===== src/rtl/led_pwm_pkg.sv =====
// Shared constants and types for the AXI-Lite LED controller:
// register offsets, channel modes and AXI response codes.
package led_pwm_pkg;

    localparam int OFF_CTRL       = 'h00;
    localparam int OFF_PRESCALE   = 'h04;
    localparam int OFF_BLINK_HALF = 'h08;
    localparam int OFF_STATUS     = 'h0C;
    localparam int OFF_CH_BASE    = 'h40;

    localparam int WORD_CTRL       = OFF_CTRL >> 2;
    localparam int WORD_PRESCALE   = OFF_PRESCALE >> 2;
    localparam int WORD_BLINK_HALF = OFF_BLINK_HALF >> 2;
    localparam int WORD_STATUS     = OFF_STATUS >> 2;

    localparam logic [1:0] RESP_OKAY   = 2'b00;
    localparam logic [1:0] RESP_SLVERR = 2'b10;

    typedef enum logic [1:0] {
        MODE_OFF   = 2'd0,
        MODE_ON    = 2'd1,
        MODE_BLINK = 2'd2,
        MODE_PWM   = 2'd3
    } led_mode_e;

    // Word index of channel register ch.
    function automatic int ch_word(input int ch);
        return (OFF_CH_BASE >> 2) + ch;
    endfunction

endpackage


===== src/rtl/led_timebase.sv =====
// Shared timebase: prescaler tick, free-running PWM counter and blink phase.
// Everything is held at zero while en is low.
module led_timebase
    import led_pwm_pkg::*;
#(
    parameter int PWM_W = 8
) (
    input  logic             clk,
    input  logic             rst,
    input  logic             en,
    input  logic [15:0]      prescale,
    input  logic [15:0]      blink_half,
    output logic             tick,
    output logic [PWM_W-1:0] pwm_cnt,
    output logic             period_start,
    output logic             blink_phase
);
    logic [15:0]      presc_cnt_reg;
    logic [15:0]      blink_cnt_reg;
    logic [PWM_W-1:0] pwm_cnt_reg;
    logic             blink_phase_reg;
    logic [15:0]      limit;

    // A prescale of zero would mean a tick every cycle with no idle state; clamp to 1.
    assign limit        = (prescale == 16'd0) ? 16'd1 : prescale;
    assign tick         = en & (presc_cnt_reg >= limit);
    assign period_start = tick & (pwm_cnt_reg == {PWM_W{1'b1}});
    assign pwm_cnt      = pwm_cnt_reg;
    assign blink_phase  = blink_phase_reg;

    always_ff @(posedge clk) begin
        if (rst || !en) begin
            presc_cnt_reg   <= '0;
            pwm_cnt_reg     <= '0;
            blink_cnt_reg   <= '0;
            blink_phase_reg <= 1'b0;
        end else begin
            presc_cnt_reg <= tick ? 16'd0 : presc_cnt_reg + 16'd1;
            if (tick) begin
                pwm_cnt_reg <= pwm_cnt_reg + 1'b1;
            end
            if (period_start) begin
                if (blink_cnt_reg >= blink_half) begin
                    blink_cnt_reg   <= '0;
                    blink_phase_reg <= ~blink_phase_reg;
                end else begin
                    blink_cnt_reg <= blink_cnt_reg + 16'd1;
                end
            end
        end
    end

endmodule


===== src/rtl/axil_led_pwm.sv =====
// AXI4-Lite slave with register file and handshakes driving NUM_LEDS LEDs,
// each independently off, on, blinking or PWM-dimmed.
module axil_led_pwm
    import led_pwm_pkg::*;
#(
    parameter int NUM_LEDS = 8,
    parameter int ADDR_W   = 8,
    parameter int PWM_W    = 8
) (
    input  logic                clk,
    input  logic                rst,
    input  logic                s_axil_awvalid,
    output logic                s_axil_awready,
    input  logic [ADDR_W-1:0]   s_axil_awaddr,
    input  logic [2:0]          s_axil_awprot,
    input  logic                s_axil_wvalid,
    output logic                s_axil_wready,
    input  logic [31:0]         s_axil_wdata,
    input  logic [3:0]          s_axil_wstrb,
    output logic                s_axil_bvalid,
    input  logic                s_axil_bready,
    output logic [1:0]          s_axil_bresp,
    input  logic                s_axil_arvalid,
    output logic                s_axil_arready,
    input  logic [ADDR_W-1:0]   s_axil_araddr,
    input  logic [2:0]          s_axil_arprot,
    output logic                s_axil_rvalid,
    input  logic                s_axil_rready,
    output logic [31:0]         s_axil_rdata,
    output logic [1:0]          s_axil_rresp,
    output logic [NUM_LEDS-1:0] LED
);
    localparam int IDX_W = ADDR_W - 2;

    logic                ctrl_en_reg;
    logic [15:0]         prescale_reg;
    logic [15:0]         blink_half_reg;
    logic [NUM_LEDS-1:0] led_reg;
    logic [NUM_LEDS-1:0] led_next;
    logic                primed_reg;
    logic                bvalid_reg;
    logic [1:0]          bresp_reg;
    logic                rvalid_reg;
    logic [31:0]         rdata_reg;
    logic [1:0]          rresp_reg;

    logic                wr_accept;
    logic                rd_accept;
    logic [IDX_W-1:0]    wr_idx;
    logic [IDX_W-1:0]    rd_idx;
    logic                wr_ctrl;
    logic                wr_prescale;
    logic                wr_blink;
    logic                wr_ok;
    logic [NUM_LEDS-1:0] wr_ch_sel;
    logic [31:0]         ch_image [NUM_LEDS];
    logic [31:0]         rd_data_next;
    logic                rd_hit;

    logic                tick;
    logic                period_start;
    logic                blink_phase;
    logic                load;
    logic [PWM_W-1:0]    pwm_cnt;
    logic                unused_bits;

    assign unused_bits = ^{s_axil_awprot, s_axil_arprot, s_axil_awaddr[1:0],
                           s_axil_araddr[1:0], s_axil_wdata[31:16], s_axil_wstrb[3:2]};

    // Write channel: AW and W are only ever taken together, one outstanding B.
    assign wr_accept      = s_axil_awvalid & s_axil_wvalid & ~bvalid_reg;
    assign s_axil_awready = wr_accept;
    assign s_axil_wready  = wr_accept;
    assign s_axil_bvalid  = bvalid_reg;
    assign s_axil_bresp   = bresp_reg;

    assign wr_idx      = s_axil_awaddr[ADDR_W-1:2];
    assign wr_ctrl     = (wr_idx == IDX_W'(WORD_CTRL));
    assign wr_prescale = (wr_idx == IDX_W'(WORD_PRESCALE));
    assign wr_blink    = (wr_idx == IDX_W'(WORD_BLINK_HALF));
    assign wr_ok       = wr_ctrl | wr_prescale | wr_blink | (|wr_ch_sel);

    assign s_axil_arready = ~rvalid_reg & ~rst;
    assign rd_accept      = s_axil_arvalid & s_axil_arready;
    assign s_axil_rvalid  = rvalid_reg;
    assign s_axil_rdata   = rdata_reg;
    assign s_axil_rresp   = rresp_reg;
    assign rd_idx         = s_axil_araddr[ADDR_W-1:2];

    assign LED = led_reg;

    always_ff @(posedge clk) begin
        if (rst) begin
            ctrl_en_reg    <= 1'b0;
            prescale_reg   <= 16'd1;
            blink_half_reg <= '0;
        end else if (wr_accept) begin
            if (wr_ctrl && s_axil_wstrb[0]) begin
                ctrl_en_reg <= s_axil_wdata[0];
            end
            if (wr_prescale) begin
                if (s_axil_wstrb[0]) prescale_reg[7:0]  <= s_axil_wdata[7:0];
                if (s_axil_wstrb[1]) prescale_reg[15:8] <= s_axil_wdata[15:8];
            end
            if (wr_blink) begin
                if (s_axil_wstrb[0]) blink_half_reg[7:0]  <= s_axil_wdata[7:0];
                if (s_axil_wstrb[1]) blink_half_reg[15:8] <= s_axil_wdata[15:8];
            end
        end
    end

    always_ff @(posedge clk) begin
        if (rst) begin
            bvalid_reg <= 1'b0;
            bresp_reg  <= RESP_OKAY;
        end else if (wr_accept) begin
            bvalid_reg <= 1'b1;
            bresp_reg  <= wr_ok ? RESP_OKAY : RESP_SLVERR;
        end else if (s_axil_bready) begin
            bvalid_reg <= 1'b0;
        end
    end

    always_comb begin
        rd_data_next = '0;
        rd_hit       = 1'b1;
        if (rd_idx == IDX_W'(WORD_CTRL)) begin
            rd_data_next = {31'd0, ctrl_en_reg};
        end else if (rd_idx == IDX_W'(WORD_PRESCALE)) begin
            rd_data_next = {16'd0, prescale_reg};
        end else if (rd_idx == IDX_W'(WORD_BLINK_HALF)) begin
            rd_data_next = {16'd0, blink_half_reg};
        end else if (rd_idx == IDX_W'(WORD_STATUS)) begin
            rd_data_next = 32'(led_reg);
        end else begin
            rd_hit = 1'b0;
            for (int i = 0; i < NUM_LEDS; i++) begin
                if (rd_idx == IDX_W'(ch_word(i))) begin
                    rd_data_next = ch_image[i];
                    rd_hit       = 1'b1;
                end
            end
        end
    end

    always_ff @(posedge clk) begin
        if (rst) begin
            rvalid_reg <= 1'b0;
            rdata_reg  <= '0;
            rresp_reg  <= RESP_OKAY;
        end else if (rd_accept) begin
            rvalid_reg <= 1'b1;
            rdata_reg  <= rd_data_next;
            rresp_reg  <= rd_hit ? RESP_OKAY : RESP_SLVERR;
        end else if (s_axil_rready) begin
            rvalid_reg <= 1'b0;
        end
    end

    led_timebase #(
        .PWM_W(PWM_W)
    ) u_timebase (
        .clk         (clk),
        .rst         (rst),
        .en          (ctrl_en_reg),
        .prescale    (prescale_reg),
        .blink_half  (blink_half_reg),
        .tick        (tick),
        .pwm_cnt     (pwm_cnt),
        .period_start(period_start),
        .blink_phase (blink_phase)
    );

    // While disabled the active copies simply follow the registers, so the first
    // cycle after enable already drives the programmed mode.
    always_ff @(posedge clk) begin
        if (rst || !ctrl_en_reg) begin
            primed_reg <= 1'b0;
        end else if (tick) begin
            primed_reg <= 1'b1;
        end
    end

    assign load = ~ctrl_en_reg | period_start | (tick & ~primed_reg);

    genvar gi;
    for (gi = 0; gi < NUM_LEDS; gi++) begin : g_ch
        logic [1:0]       mode_reg;
        logic [PWM_W-1:0] duty_reg;
        led_mode_e        mode_active_reg;
        logic [PWM_W-1:0] duty_active_reg;
        logic             drive;

        assign wr_ch_sel[gi] = (wr_idx == IDX_W'(ch_word(gi)));
        assign ch_image[gi]  = (32'(duty_reg) << 8) | 32'(mode_reg);

        // DUTY sits in byte 1, MODE in byte 0.
        always_ff @(posedge clk) begin
            if (rst) begin
                mode_reg <= '0;
                duty_reg <= '0;
            end else if (wr_accept && wr_ch_sel[gi]) begin
                if (s_axil_wstrb[0]) mode_reg <= s_axil_wdata[1:0];
                if (s_axil_wstrb[1]) duty_reg <= s_axil_wdata[8 +: PWM_W];
            end
        end

        always_ff @(posedge clk) begin
            if (rst) begin
                mode_active_reg <= MODE_OFF;
                duty_active_reg <= '0;
            end else if (load) begin
                mode_active_reg <= led_mode_e'(mode_reg);
                duty_active_reg <= duty_reg;
            end
        end

        always_comb begin
            drive = 1'b0;
            case (mode_active_reg)
                MODE_ON:    drive = 1'b1;
                MODE_BLINK: drive = blink_phase;
                MODE_PWM:   drive = (pwm_cnt < duty_active_reg);
                default:    drive = 1'b0;
            endcase
        end

        assign led_next[gi] = ctrl_en_reg & drive;
    end

    always_ff @(posedge clk) begin
        if (rst) begin
            led_reg <= '0;
        end else begin
            led_reg <= led_next;
        end
    end

endmodule


===== config.mk =====
export PLATFORM = sky130hd
export DESIGN_NAME = axil_led_pwm
export DESIGN_NICKNAME = d
export VERILOG_FILES = /design/src/rtl/led_pwm_pkg.sv /design/src/rtl/led_timebase.sv /design/src/rtl/axil_led_pwm.sv
export SDC_FILE = /design/constraint.sdc
export NUM_CORES = 1
export LEC_CHECK = 0
export CORE_ASPECT_RATIO = 0.6
export CORE_MARGIN = 2
export CORE_UTILIZATION = 53
export DETAILED_ROUTE_END_ITERATION = 12
export PLACE_DENSITY = 0.86
export SYNTH_ARGS = -nofsm -noshare
export SYNTH_HDL_FRONTEND = slang
export SYNTH_SLANG_ARGS = --single-unit

===== constraint.sdc =====
create_clock -name clk -period 6.48 [get_ports clk]
set_input_delay 1.296 -clock clk [delete_from_list [all_inputs] [get_ports clk]]
set_output_delay 1.296 -clock clk [all_outputs]
set_load 0.005 [all_outputs]

# == After elaboration in Yosys (flattened, before gate mapping) ==
# Cells that the tools add are included.
# op_classes
n_addsub,3
n_lt_le_gt_ge,10
eq_ne,46
muxes,40
n_bitwise,34
n_reduce_logical,40
# op_table
cell,n
2-to-1 mux 32 bit,11
OR 16 x 2 -> 16 bit,8
"equality test 6 x 5 -> 1 bit, second input constant",16
< comparator 8 bit,8
2-to-1 mux 16 bit,3
AND reduction 2 bit,18
"adder 16 x 1 -> 16 bit, second input constant",2
"equality test 2 bit, second input constant",16
>= comparator 16 bit,2
one-hot mux 1 bit (3 select lines),8
"equality test 6 x 2 -> 1 bit, second input constant",3
"equality test 2 x 1 -> 1 bit, second input constant",8
zero test 16 bit,1
2-to-1 mux 1 bit,16
bitwise AND 1 bit,15
"equality test 6 x 1 -> 1 bit, second input constant",2
zero test 6 bit,2
AND reduction 3 bit,4
logical AND 1 bit,9
"adder 8 x 1 -> 8 bit, second input constant",1
"equality test 8 bit, second input constant",1
OR reduction 8 bit,1
inverter 1 bit,6
OR 1 bit,5
other kinds (5),7
# word_totals
ff_bits,281
inputBits,65
output_inout_bits,49
elab_cells,221

# == Longest topological paths before layout ==
# logic_depth
word_depth,14
depth_mapped,11
ltp_nobuf,9

# == Modules after synthesis ==
# A second synthesis with hierarchy kept.
# unflattened
cells_unflattened,1640
area_unflattened_um2,13521.7
# modules_own_cells
mod,n_inst,cells_each,area_per_inst_um2,seq_area_each_um2
axil_led_pwm,1,1289,10707.8,4444.3
led_timebase,1,351,2813.9,820.8

# == Least setup slack after synthesis ==
# Ideal clock, no wire load.
# synth_path
path_type,input port to flip-flop
from,input port s_axil_awvalid
to,register g_ch[6].duty_reg[0]
setup_time_ns,0.128
arrival_time_ns,2.908
required_time_ns,6.352
path_slack_ns,3.445
cell_stages,7
n_path_buf,1
cell_sequence,nand3b_4 or3_1 buf_6 or3b_4 nor2_2 mux2i_1 nor2_1
# synth_between
elab_chain_cells,4
# synth_lines
item,line_no,source
"start, declared",axil_led_pwm.sv:12,"input logic s_axil_awvalid,"
bitwise AND 1 bit (2 in a row),axil_led_pwm.sv:71,assign wr_accept = s_axil_awvalid & s_axil_wvalid & ~bvalid_reg;
logical AND 1 bit,axil_led_pwm.sv:202,end else if (wr_accept && wr_ch_sel[gi]) begin
AND reduction 2 bit (no source line),-,
"end signal, assigned",axil_led_pwm.sv:204,if (s_axil_wstrb[1]) duty_reg <= s_axil_wdata[8 +: PWM_W];
"end, declared",axil_led_pwm.sv:189,logic [PWM_W-1:0] duty_reg;
# No other way between the ends.
# A chain may end at the register's enable or synchronous reset.

# == Worst setup path after layout ==
# layout_path
from,input port s_axil_awvalid
to,output port s_axil_wready
# layout_between
elab_chain_cells,2
# layout_lines
item,line_no,source
bitwise AND 1 bit (2 in a row),axil_led_pwm.sv:71,
"end, declared",axil_led_pwm.sv:17,"output logic s_axil_wready,"
# No other way between the ends.

==> flow_summary.json <==
{
  "h-tree-depth": 1,
  "ys_ff_latch": 263,
  "ys_types": 66,
  "gp_congestion": 0.928,
  "fin_skew_ps": 29.0,
  "netlist.area_leader.share_pct": 36.9,
  "min_period_ps": 3860,
  "async_flop_share_pct": 0,
  "setup_tns_ps": 0,
  "period_share_pct": 59.6,
  "netlist_top_cells_count": "dfxtp_1, mux2i_1, nand2b_1",
  "row_count": 46,
  "clock_latency_ps": 550,
  "nNetsFinal": 1782,
  "met2_wirelength_um": 16000,
  "ys_top_cells_by_area": "dfxtp_1, mux2i_1, ha_1, nand2b_1, nor2_1",
  "routed_wl_um": 38700,
  "path_max_fanout": 6,
  "cpMaxStageDelayCell": "clkdlybuf4s50_1",
  "die_x_um": 216,
  "maxSlewHeadroom_pct": 18.4,
  "die_y_um": 131,
  "worstMarginPinSlew_ps": 1220,
  "grt.total_usage_pct": 26.8,
  "crit_path_cell_trace": "clkdlybuf4s50_1 -> nand3b_4 -> inv_1 -> clkdlybuf4s50_1",
  "grt_pass1_vias": 11200,
  "cts_buffer_depth": 3,
  "cp-start-kind": "input pin",
  "syn_inst": 1615,
  "ctsHoldBuffers": 0,
  "crit_buf_inv": 3,
  "drt-pass1-iter-count": 6,
  "p_leak_uw": 0.00552,
  "port_buffers": 67,
  "cp.arrival_ps": 2560,
  "die_area_mm2": 0.0283,
  "diodes": 0,
  "cp.required_ps": 5180,
  "max_cap_viol_count": 0,
  "viasPerCell": 5.89,
  "yosysMostFrequentCell": "dfxtp_1",
  "grt_pass1_wl_um": 61000,
  "hold_viol_final": 0,
  "drt_iter0_drc": 1309,
  "synth_seq_area_share_pct": 36.9,
  "drv_slew": 0,
  "critical-path-top-delay-family": "buffers and inverters",
  "route.detailed.wl_per_inst_um": 19.3,
  "cts_tree": "built",
  "synth_flop_cell": "dfxtp_1",
  "fmax_ghz": 0.259,
  "top_layer_used": "met4",
  "vias": 11800,
  "root_buffer": "clkbuf_16",
  "rsz0062_at_grt": "no",
  "synth-edff-count": 0,
  "setup_violations": 0,
  "clk_transition_reported_paths_ps": 60,
  "wl_met3_um": 4320,
  "post_cts_resized": 0,
  "core_mm2": 0.0265,
  "ir_worst_vdd_v": 0.000215,
  "criticalPathCategory": "in2out",
  "power_uw": 3320,
  "powerDensity_mw_per_mm2": 209,
  "hold_class": "reg2reg",
  "drc": 0,
  "drive_above_1_share_pct": 5.60,
  "layout.cells.non_filler": 2004,
  "grt_antenna_before_repair": 0,
  "ant_nets": 0,
  "post_cts_buffers": 0,
  "ys_warn_count": 0,
  "initial_utilization_pct": 54.0,
  "path_common_cell": "clkdlybuf4s50_1",
  "endpoint_kind": "output pin",
  "synth_area_mm2": 0.0143,
  "grt.overflow.total": 0,
  "placed_cells": 1959,
  "synth_top_area_cell": "dfxtp_1",
  "post-dp-hpwl_um": 27600,
  "syn_area_per_cell_um2": 8.85,
  "cpPeakStageDelay_ps": 520,
  "met1Wirelength_um": 17600,
  "status": "finished, final reports clean",
  "numCtsBuffers": 25,
  "pin_count": 114,
  "grt_max_degree": 123,
  "clock-sinks": 263,
  "area_growth_pct": 11.1
}
==> layer usage <==
layer	GRT usage, %	vias to the layer above
li1	-	5549
met1	39.2	5649
met2	38.9	536
met3	7.31	74
met4	6.39	0
met5	0	-
==> worst min-delay path, delay by kind of cell (launching register included) <==
kind             cells  cell delay [ps]
flip-flops           1              310
AND/OR/NAND/NOR      1               60
multiplexers         1               60
==> final timing paths <==
path / start / end / slack, ps / cells past startpoint
worst max-delay path: s_axil_awvalid / s_axil_wready / 2620 / 4
worst min-delay path: g_ch[0].duty_active_reg[1]$_SDFFE_PP0P_ / g_ch[0].duty_active_reg[1]$_SDFFE_PP0P_ / 470 / 2
worst max register to register: prescale_reg[12]$_SDFFE_PP0P_ / g_ch[4].mode_active_reg[1]$_SDFFE_PP0P_ / 2840 / 10
worst min register to register: g_ch[0].duty_active_reg[1]$_SDFFE_PP0P_ / g_ch[0].duty_active_reg[1]$_SDFFE_PP0P_ / 470 / 2
==> layout by cell type (no fill, tap or decap), drive strengths merged, types with 10 or more instances in the layout <==
cell / instances
mux4: 11
nor3: 26
and2: 12
nand2: 81
nor2: 159
clkdlybuf4s50: 65
nand4b: 11
o21ai: 82
or3: 10
a21oi: 71
buf: 14
nand3b: 16
dfxtp: 263
mux2i: 180
inv: 105
a22oi: 12
ha: 91
nand2b: 176
conb: 18
nand3: 31
a21o: 17
clkbuf: 29
a211oi: 10
clkinv: 10
==> cell families after synthesis <==
family / synth area share (%)
xor gates and xnor gates: 0.920
AOI/OAI and AO/OA: 11.2
other: 0.0262
buffers and inverters: 6.58
muxes: 15.1
adders and majority gates: 7.97
DFF: 36.9
and+or+nand+nor: 21.4
==> cell type report <==
type | count | area, µm²
Multi-Input combinational cell | 1153 | 8160
Clock buffer | 29 | 651
Sequential cell | 263 | 5270
Fill cell | 2230 | 10600
Inverter | 104 | 390
Clock inverter | 16 | 190
Tap cell | 360 | 450
Timing Repair Buffer | 79 | 757
==> report_power, final <==
part / switching (µW) / internal [µW]
Clock: 664 / 882
Sequential: 2.63 / 1620
Combinational: 91.9 / 57.6
Total: 759 / 2560
==> metrics by stage <==
| step | cell area, µm² | hold WS [ps] | util [%] | setup slack (ps) |
|---|---|---|---|---|
| 2_1_floorplan | 14400 | 434 | - | 3440 |
| 3_3_place_gp | 15000 | 447 | 56.8 | 2500 |
| 3_5_place_dp | 15000 | 466 | 56.8 | 2380 |
| 4_1_cts | 15900 | 477 | 59.9 | 2620 |
| 5_1_grt | 15900 | 494 | 59.9 | 2600 |
| 6_report | 15900 | 473 | 59.9 | 2620 |
(Power assumes the default switching activity.)
